[config.mk]
export PLATFORM = sky130hd
export DESIGN_NAME = restoring_divider32
export DESIGN_NICKNAME = d
export VERILOG_FILES = /design/src/rtl/div_pkg.sv /design/src/rtl/sub_borrow.sv /design/src/rtl/restoring_divider32.sv
export SDC_FILE = /design/constraint.sdc
export NUM_CORES = 1
export LEC_CHECK = 0
export CAP_MARGIN = 10
export CORE_MARGIN = 5
export CORE_UTILIZATION = 50
export CTS_CLUSTER_DIAMETER = 200
export DETAILED_ROUTE_END_ITERATION = 8
export PLACE_DENSITY = 0.85
export SKIP_LAST_GASP = 1
export SLEW_MARGIN = 20
export SYNTH_ARGS = -nofsm -noshare
export SYNTH_HDL_FRONTEND = slang
export SYNTH_SLANG_ARGS = --single-unit
[constraint.sdc]
create_clock -name clk -period 16.5 [get_ports clk]
set_clock_uncertainty 0.2 [all_clocks]
set_input_delay 1.65 -clock clk [delete_from_list [all_inputs] [get_ports clk]]
set_output_delay 1.65 -clock clk [all_outputs]
set_load 0.1 [all_outputs]
[src/rtl/div_pkg.sv]
// div_pkg: shared state encoding and constants for the restoring divider
package div_pkg;
  typedef enum logic [1:0] {
    S_IDLE = 2'd0,
    S_RUN  = 2'd1,
    S_DONE = 2'd2
  } state_t;
  localparam logic [63:0] DIV0_QUOTIENT = '1;
endpackage

[src/rtl/sub_borrow.sv]
// sub_borrow: combinational ripple subtractor, a + ~b + 1 with borrow as inverted carry-out
module sub_borrow #(
  parameter int N = 33
) (
  input  logic [N-1:0] i_a,
  input  logic [N-1:0] i_b,
  output logic [N-1:0] o_diff,
  output logic         o_borrow
);
  logic [N:0]   w_c;
  logic [N-1:0] w_nb;
  assign w_nb   = ~i_b;
  assign w_c[0] = 1'b1;
  for (genvar i = 0; i < N; i++) begin : g_bit
    assign o_diff[i] = i_a[i] ^ w_nb[i] ^ w_c[i];
    assign w_c[i+1]  = (i_a[i] & w_nb[i]) | (w_c[i] & (i_a[i] ^ w_nb[i]));
  end
  assign o_borrow = ~w_c[N];
endmodule

[src/rtl/restoring_divider32.sv]
// restoring_divider32: unsigned iterative restoring divider, one quotient bit per clock
module restoring_divider32
  import div_pkg::*;
#(
  parameter int W     = 32,
  parameter int CNT_W = 6
) (
  input  logic         clk,
  input  logic         rst,
  input  logic         in_valid,
  output logic         in_ready,
  input  logic [W-1:0] dividend,
  input  logic [W-1:0] divisor,
  output logic         out_valid,
  input  logic         out_ready,
  output logic [W-1:0] quotient,
  output logic [W-1:0] remainder,
  output logic         div_by_zero
);
  state_t           r_state, w_next;
  logic [CNT_W-1:0] r_cnt;
  logic [W:0]       r_rem;
  logic [W-1:0]     r_quo, r_div;
  logic             r_dbz;
  logic [W:0]       w_shift, w_trial;
  logic             w_borrow, w_div0, w_unused;
  assign w_shift     = {r_rem[W-1:0], r_quo[W-1]};
  assign w_div0      = divisor == '0;
  assign quotient    = r_quo;
  assign remainder   = r_rem[W-1:0];
  assign div_by_zero = r_dbz;
  assign w_unused    = r_rem[W];
  sub_borrow #(.N(W + 1)) u_sub (
    .i_a     (w_shift),
    .i_b     ({1'b0, r_div}),
    .o_diff  (w_trial),
    .o_borrow(w_borrow)
  );
  // state register
  always_ff @(posedge clk) begin
    if (rst) r_state <= S_IDLE;
    else     r_state <= w_next;
  end
  // next-state and handshake outputs
  always_comb begin
    in_ready  = r_state == S_IDLE;
    out_valid = r_state == S_DONE;
    w_next    = r_state == S_IDLE ? (in_valid ? (w_div0 ? S_DONE : S_RUN) : S_IDLE) :
                r_state == S_RUN  ? (r_cnt == '0 ? S_DONE : S_RUN) :
                                    (out_ready ? S_IDLE : S_DONE);
  end
  // operand capture, shift/subtract step and held results
  always_ff @(posedge clk) begin
    if (rst) begin
      r_cnt <= '0;
      r_rem <= '0;
      r_quo <= '0;
      r_div <= '0;
      r_dbz <= 1'b0;
    end else if (r_state == S_IDLE && in_valid) begin
      r_cnt <= CNT_W'(W - 1);
      r_rem <= w_div0 ? {1'b0, dividend} : '0;
      r_quo <= w_div0 ? W'(DIV0_QUOTIENT) : dividend;
      r_div <= divisor;
      r_dbz <= w_div0;
    end else if (r_state == S_RUN) begin
      r_cnt <= r_cnt - CNT_W'(r_cnt != '0);
      r_rem <= w_borrow ? w_shift : w_trial;
      r_quo <= {r_quo[W-2:0], ~w_borrow};
    end
  end
endmodule

==> run summary <==
The aggregate routed wire length came out at between 15 and 20 mm. In the synthesized netlist, the number of instances is 677. Once the floorplan was initialized, standard cells occupied about half of the core.

The number of H-tree branching levels came out at 3. The number of buffers on the longest clock path came out at 2. The total overflow reported by the global router is 0. The layer carrying the most global-route usage is met2. In the global route stage, met2 resource usage came out at 38.2%.

The remaining number of nets flagged by the antenna check after routing is 0. The number of enable-type register cells in the synthesized netlist came out at 0. The chip height is around 120 um.

STA puts the critical path data required time at approximately 17 ns. Pin placement for this block handled around 140 I/O pins. The slew of the pin with the lowest slew margin came out at ~1.1 ns.

The dominant cell type by area after synthesis is dfxtp_1. The wire length of the first global-routing pass came out at around 27 mm. The compound-cell area share of the yosys netlist is between 20% and 30%.

For this run, the register share of the synthesized area comes to around 37%. Setup total negative slack on the finished layout was measured at 0 ns. The post-route minimum period came out at about 15 ns. The synthesized design contains 105 register bits. Of the total synthesized cell area, the portion taken by AND, OR, NAND and NOR gates is a little under a fifth.

The library cell used most frequently in the layout, excluding fill and tap cells, is clkdlybuf4s50_1. During synthesis, Yosys emitted a total of 0 warnings. Headroom to the max-slew limit came out at between 20% and 30%.

The part of the cycle the worst path needs came out at about nine tenths. Global routing used 25.0% of the available tracks. The synthesized netlist contains 41 unique library cells. The diode insertion count for antenna repair is 0.

The CTS tree is built. The maximum clock rate came out at about 67 MHz. For met3 alone, demand over resource in global routing was about 4.3%. Summed over its instances, the top area cell type makes up 37.3% of the synthesized netlist area. The synthesized netlist devotes less than 1% of its cell area to XOR and XNOR gates. In the layout the commonest cells are clkdlybuf4s50_1, nand2_1, dfxtp_1, a21oi_1, inv_1. The via count of the first global-routing pass was about 5200. The total count of hold-check failures in the final report is 0. The hold path depth came out at 2.

After detailed routing, the average wire length per cell comes to 18.7 um. The adder-cell area share of the yosys netlist came out at 11.7%. The endpoint kind of the worst setup timing path is a flop. The overall die width is ~120 um. The count of hold-fix buffers inserted at cts is 0. Clock latency on the worst-skew pair, taken at its later pin, is 0.34 ns. Using the TritonRoute via totals, the vias-per-cell ratio works out to just over 6.

The clock buffer count from CTS is 9. The detailed placement HPWL is roughly 12 mm. The routed via count came out at about 5500. The count of max-cap constraint violations came out at 0. The flow ran to the end, and the final reports show no timing, DRC or antenna violations. The number of pins exceeding their max-slew limit in the final report is 0.

The die covers approximately 13000 um^2. The async set or reset register ratio after synthesis is 0%. The top flip-flop cell by instance count after synthesis is dfxtp_1. The proportion of layout cells with a drive suffix above 1 came out at around 3.8%. Before antenna repair, the detailed router went through 5 iterations.

Synthesis produced a netlist with a net count of 779. The clock slew seen by the registers of the worst setup and hold paths is roughly 0.07 ns. The count of endpoints failing setup in the final report is 0. The final weighted congestion in routability-driven placement is 0.858. Of all nets on the critical path, the largest fanout is 33. The number of gates given a new drive strength after cts is 0.

The buffer type at the clock tree root is clkbuf_16. The number of post-CTS setup repair buffers came out at 0. The maximum cell stage delay along the critical path came out at 0.89 ns. The worst min-delay path class is reg2reg.

The most common cell type on the critical path is fa_1. After detailed routing, the number of remaining DRC violations is 0. The type of element launching the critical path is a flop.

In the post-synthesis netlist, the biggest area contributors are dfxtp_1, fa_1, nand2_1. Setup repair after global routing left no endpoint under its margin. The first routing iteration left ~660 violations. The maximum number of pins on one net before global-route repair came out at slightly above 100. The count of cells along the worst register-to-register path came out at a little over 40.

The synthesized area per cell came out at 8.32 um^2. In the synthesized netlist, mux cells make up less than 1% of the area. The placeable core region came out at 10900 um^2.

The largest family of logic cells by synthesized area is compound AO/OA/AOI/OAI gates. After synthesis the cells add up to approximately 5600 um^2. The initial antenna violation count was 0. The slowest stage of the critical path belongs to the cell or2_1. The signed area change from the synthesized netlist to the final layout came out at 28.1%.

For this design, the sink count on the clock tree is between 100 and 150. The final layout contains ~860 nets. The critical setup path kind is reg2reg. The row count is 38. The number of I/O port buffers came out at between 100 and 150. The critical path data arrival time is between 10 and 15 ns. The met1 capacity usage during global routing came out at a little over a third.
## flip-flops by register name, indices dropped and copies added, names as in the netlist
signal,count
quotient,32
r_div,32
r_rem,32
r_cnt,6
r_state,2
div_by_zero,1
## worst paths after layout
kind / slack [ns] / start / end
min reg2reg: 0.26 / r_div[31] / r_div[31]
min: 0.26 / r_div[31] / r_div[31]
max: 1.66 / quotient[31] / r_rem[29]
max reg2reg: 1.66 / quotient[31] / r_rem[29]
## per-stage QoR
step | utilization [%] | std cells | hold WS, ns | instance area, um^2 | setup WS [ns]
after CTS | 66.0 | 905 | 0.267 | 7220 | 1.75
after detailed placement | 63.4 | 890 | 0.257 | 6930 | 1.88
after floorplan | - | 677 | 0.236 | 5630 | 2.49
final | 66.0 | 905 | 0.261 | 7220 | 1.66
after global routing | 66.0 | 905 | 0.303 | 7220 | 1.15
after global placement | 63.2 | 890 | 0.251 | 6910 | 2.07
## layout make-up
type / count / area [um^2]
Sequential cell: 105 / 2100
Multi-Input combinational cell: 467 / 3120
Tap cell: 140 / 175
Clock buffer: 11 / 233
Clock inverter: 4 / 55.1
Inverter: 38 / 143
Timing Repair Buffer: 140 / 1380
Fill cell: 897 / 3720
## Yosys cell counts (all sizes together) (31+ instances only)
| cell type | n |
|---|---|
| o22ai | 32 |
| nand2 | 130 |
| a21oi | 67 |
| nand3b | 33 |
| dfxtp | 105 |
| a31oi | 31 |
| clkbuf | 33 |
| inv | 38 |
| nor3 | 31 |
| buf | 34 |
| fa | 31 |
## cell families (layout without fill, tap and decap cells)
| family | Yosys count | in the layout |
|---|---|---|
| flops | 105 | 105 |
| mux | 1 | 1 |
| xor+xnor | 3 | 3 |
| buf+inv | 105 | 193 |
| compound gates | 205 | 205 |
| simple gates | 224 | 224 |
| fa+ha+maj | 34 | 34 |
## metal layers
metal | vias up | part of all wire [%]
met4 | 0 | 2.4
met3 | 29 | 8.9
met2 | 288 | 46
met5 | - | 0
li1 | 2554 | -
met1 | 2620 | 43
## critical path: cells and delay by family, from the launching register on
kind	cells	cell delay, ns
mux	1	0.43
buf+inv	5	0.63
fa+ha+maj	32	11.94
flops	1	0.37
compound gates	2	0.24
simple gates	1	0.89
Power is not shown: default switching activity piles up to over one toggle a cycle in this logic, so the estimate is an artifact.
==> patch 1, RTL diff (same settings) <==
Change the parameter `W` from 32 to 48.
--- a/src/rtl/restoring_divider32.sv
+++ b/src/rtl/restoring_divider32.sv
@@ -2,7 +2,7 @@
 module restoring_divider32
   import div_pkg::*;
 #(
-  parameter int W     = 32,
+  parameter int W     = 48,
   parameter int CNT_W = 6
 ) (
   input  logic         clk,
Interface: changed (resized dividend, divisor, quotient and remainder); port bits go from 135 to 199. The function was not compared with the original's and may differ.
==> patch 1 against the original RTL <==
- the flow now finishes with violations (setup timing)
- synthesized area grew 55%
- sequential cell count grew 48
- global-route usage grew 1.3 points
- design area grew 63%
- critical path type unchanged
- wire length grew 61%
- worst setup slack lost 3.2 ns
- critical path depth grew 16
==> patch 1: results (changes against the original RTL) <==
Outcome
  – Outcome: complete, but fails checks
  – Failing checks: setup timing

STA
  – Final setup margin: -1.52 ns (-3.17 ns)
  – Tightest Pin Transition: 1.06 ns (-0.0341 ns)
  – Final setup TNS: -71.68 ns (-71.68 ns)
  – Final-report setup violation count: 49 (+49)

Global route
  – Routing usage on met1: 32.9% (-3.0 points)
  – Initial antenna violation count: 1 (+1)

CTS
  – Post-CTS Resized: 6 (+6)

Final layout
  – Clk tree area frac: 5.54% (+1.6 points)
  – Util after Layout: 68.5% (+2.5 points)
  – Layout non-clock buf frac: 19.9% (+0.75 points)
  – Antenna cell count: 1 (+1)
  – Comb_multi_in: 777 (+66%)

Synth
  – Synth Net Count: 1234 (+58%)
  – Post-synthesis register bit count: 153 (+46%)
  – Synth unique cells: 34 (-17%)
  – Main combinational cell family by area after synthesis: simple AND/OR/NAND/NOR gates
  – Seq/Total Area, Yosys: 35.1% (-2.2 points)

Place
  – Placed cell area: 10900 um^2 (+57%)
  – Placed instance count: 1424 (+60%)
  – DP Wirelength: 17400 um (+49%)

Worst setup path
  – Crit-path max FO: 24 (-27%)
  – Crit path DAT: 18.10 ns (+3.25 ns)

Detailed routing
  – WL/cell: 18.6 um (-0.81%)
  – Iter 0 DRT Violations: 691 (+5.2%)
-- patch 1: cell count changes after synthesis, moves of 33 or more --
| cell | unedited run | this run |
|---|---|---|
| dfxtp_1 | 105 | 153 |
| nand2_1 | 130 | 196 |
| nand3b_1 | 33 | 0 |
| nor2_1 | 8 | 56 |
| nor3_1 | 31 | 64 |
| o21a_1 | 0 | 93 |
| o21ai_0 | 5 | 54 |
| or3b_2 | 0 | 46 |
-- patch 1: cells by family (layout without fill, tap and decap cells) --
kind of cell    after synthesis  after routing
compound gates              303            303
xor+xnor                      4              4
fa+ha+maj                    50             50
buf+inv                     154            309
flops                       153            153
other cells                   0              1
simple gates                420            420
-- patch 1: worst paths after layout --
path / from / to / slack [ns] / depth (start not counted)
worst max-delay path: quotient[47] / r_rem[14] / -1.52 / 57
worst min-delay path: r_div[45] / r_div[45] / 0.26 / 2
worst max register to register: quotient[47] / r_rem[14] / -1.52 / 57
worst min register to register: r_div[45] / r_div[45] / 0.26 / 2
==> patch 2, RTL diff (same flow settings) <==
Made on the original files. Add an input register stage for `dividend`, without a reset; this delays it by one clock. The other inputs are not delayed to match.
--- a/src/rtl/restoring_divider32.sv
+++ b/src/rtl/restoring_divider32.sv
@@ -17,6 +17,13 @@
   output logic [W-1:0] remainder,
   output logic         div_by_zero
 );
+
+  logic [W-1:0] dividend_q;
+
+  always_ff @(posedge clk) begin
+    dividend_q <= dividend;
+  end
+
   state_t           r_state, w_next;
   logic [CNT_W-1:0] r_cnt;
   logic [W:0]       r_rem;
@@ -59,8 +66,8 @@
       r_dbz <= 1'b0;
     end else if (r_state == S_IDLE && in_valid) begin
       r_cnt <= CNT_W'(W - 1);
-      r_rem <= w_div0 ? {1'b0, dividend} : '0;
-      r_quo <= w_div0 ? W'(DIV0_QUOTIENT) : dividend;
+      r_rem <= w_div0 ? {1'b0, dividend_q} : '0;
+      r_quo <= w_div0 ? W'(DIV0_QUOTIENT) : dividend_q;
       r_div <= divisor;
       r_dbz <= w_div0;
     end else if (r_state == S_RUN) begin
Function: changed (a bounded check fails within 4 cycles, from zero or initial values and one cycle with rst high).
==> patch 2 against the original RTL <==
- sequential cell count grew 32
- synthesized cell count is the same
- design area grew 14%
- wire length grew 2.8%
- non-clock buffer count grew 1
- synthesized area grew 11%
- highest routed layer unchanged
- maximum frequency grew 5.8%
- worst setup slack gained 0.81 ns
- critical path depth shrank 1
==> patch 2: results (changes against the original RTL) <==
Global route
  – Routing usage on met1: 28.9% (-7.0 points)
  – First-pass GRT wire length: 27600 um (+2.7%)
  – Largest net degree at the start of global routing: 107 (+3.9%)
  – Grt met3 use: 8.17% (+3.9 points)
  – Met2 Resource Use GR: 39.1% (+0.89 points)
  – GR Util All Layers: 23.6% (-1.5 points)

Worst setup path
  – FF-to-FF setup slack: 2.47 ns (+0.81 ns)
  – Largest stage delay, worst path: 0.52 ns (-0.37 ns)
  – Crit-path max FO: 31 (-6.1%)
  – Slowest cell on the critical path: or2_2
  – Crit path DAT: 14.10 ns (-0.75 ns)
  – Reg2Reg Depth: 40 (-2.4%)

CTS
  – Clk pin slew, worst setup/hold paths: 0.05 ns (-0.02 ns)
  – Worst-case clock buffer depth: 2 (unchanged)
  – H-tree levels: 4 (+1)
  – CTS Buf Count: 17 (+8)
  – Clock latency on the worst-skew pair: 0.41 ns (+0.07 ns)

Synth
  – Synth Area in XOR/XNOR: 0.559% (+0.093 points)
  – Syn Area/Cell: 9.26 um^2 (+11%)
  – Seq/Total Area, Yosys: 43.8% (+6.4 points)
  – Post-Synth Adder-Cell Area: 10.5% (-1.2 points)
  – Compound-Gate Fraction of Synth Area: 18.3% (-5.4 points)
  – Mux cell area share after synthesis: 4.97% (+4.8 points)
  – Synth Net Count: 779 (unchanged)
  – Post-synth top cells: 137 x dfxtp_1, 69 x a21oi_1, 69 x nand2_1, 40 x clkbuf_1, 40 x nor2_1
  – Synth unique cells: 34 (-17%)
  – Synth area leaders: dfxtp_1 44%, fa_1 9.9%, a21oi_1 5.5%, mux2i_1 4.8%, nand2_1 4.1%

Detailed routing
  – WL final: 17400 um (+2.8%)
  – First drt pass iteration count: 7 (+2)
  – WL/cell: 18.3 um (-2.3%)
  – Highest metal used: met4
  – Total length of routed met3 wires: 1380 um (-8.5%)
  – Wl on met1: 7030 um (-3.6%)
  – Via Count: 5515 (+0.44%)
  – WL met2: 8510 um (+10%)

Final layout
  – Filler cells: 921 (+2.7%)
  – Layout cells sized above 1: 6.37% (+2.6 points)
  – Layout Nets: 875 (+1.4%)

Place
  – Post-Place Setup Slack: 2.56 ns (+0.678 ns)
  – Placed instance count: 921 (+3.5%)
  – DP Wirelength: 11700 um (+0.37%)
  – Placed cell area: 7600 um^2 (+9.7%)
  – GPL Wtd Cong: 0.878 (+2.3%)

Outcome
  – Outcome: completed

Pwr
  – Overall power: 1.31 mW

STA
  – Min Hold Slack: 0.272 ns (+0.0102 ns)
  – Tightest Pin Transition: 1.08 ns (-0.0122 ns)
  – Tcrit/Tclk final: 85.0% (-4.9 points)

Hold path
  – Hold path startpoint: r_div[31]
## patch 2: cell types whose count changed after synthesis, moves of 2 or more
cell      change
mux2i_1      +30
a21oi_1       +2
clkbuf_1      +8
nor2_1       +32
nand2_1      -61
a31oi_1      -31
a221oi_1     +24
a221oi_2      +6
dfxtp_1      +32
buf_1         +3
buf_2        -13
o31a_1       -30
## patch 2: cell type report
| class | count | area [um^2] | share of cell area, % |
|---|---|---|---|
| Multi-Input combinational cell | 438 | 3130 | 38.0 |
| Sequential cell | 137 | 2740 | 33.4 |
| Timing Repair Buffer | 141 | 1410 | 17.1 |
| Clock buffer | 23 | 498 | 6.06 |
| Tap cell | 168 | 210 | 2.56 |
| Inverter | 38 | 143 | 1.73 |
| Clock inverter | 8 | 92.6 | 1.13 |
## patch 2: kinds of logic (layout without fill, tap and decap cells)
kind of cell	Yosys count	count (layout)
mux	31	31
simple gates	196	196
buf+inv	102	210
flops	137	137
compound gates	173	173
fa+ha+maj	34	34
xor+xnor	4	4
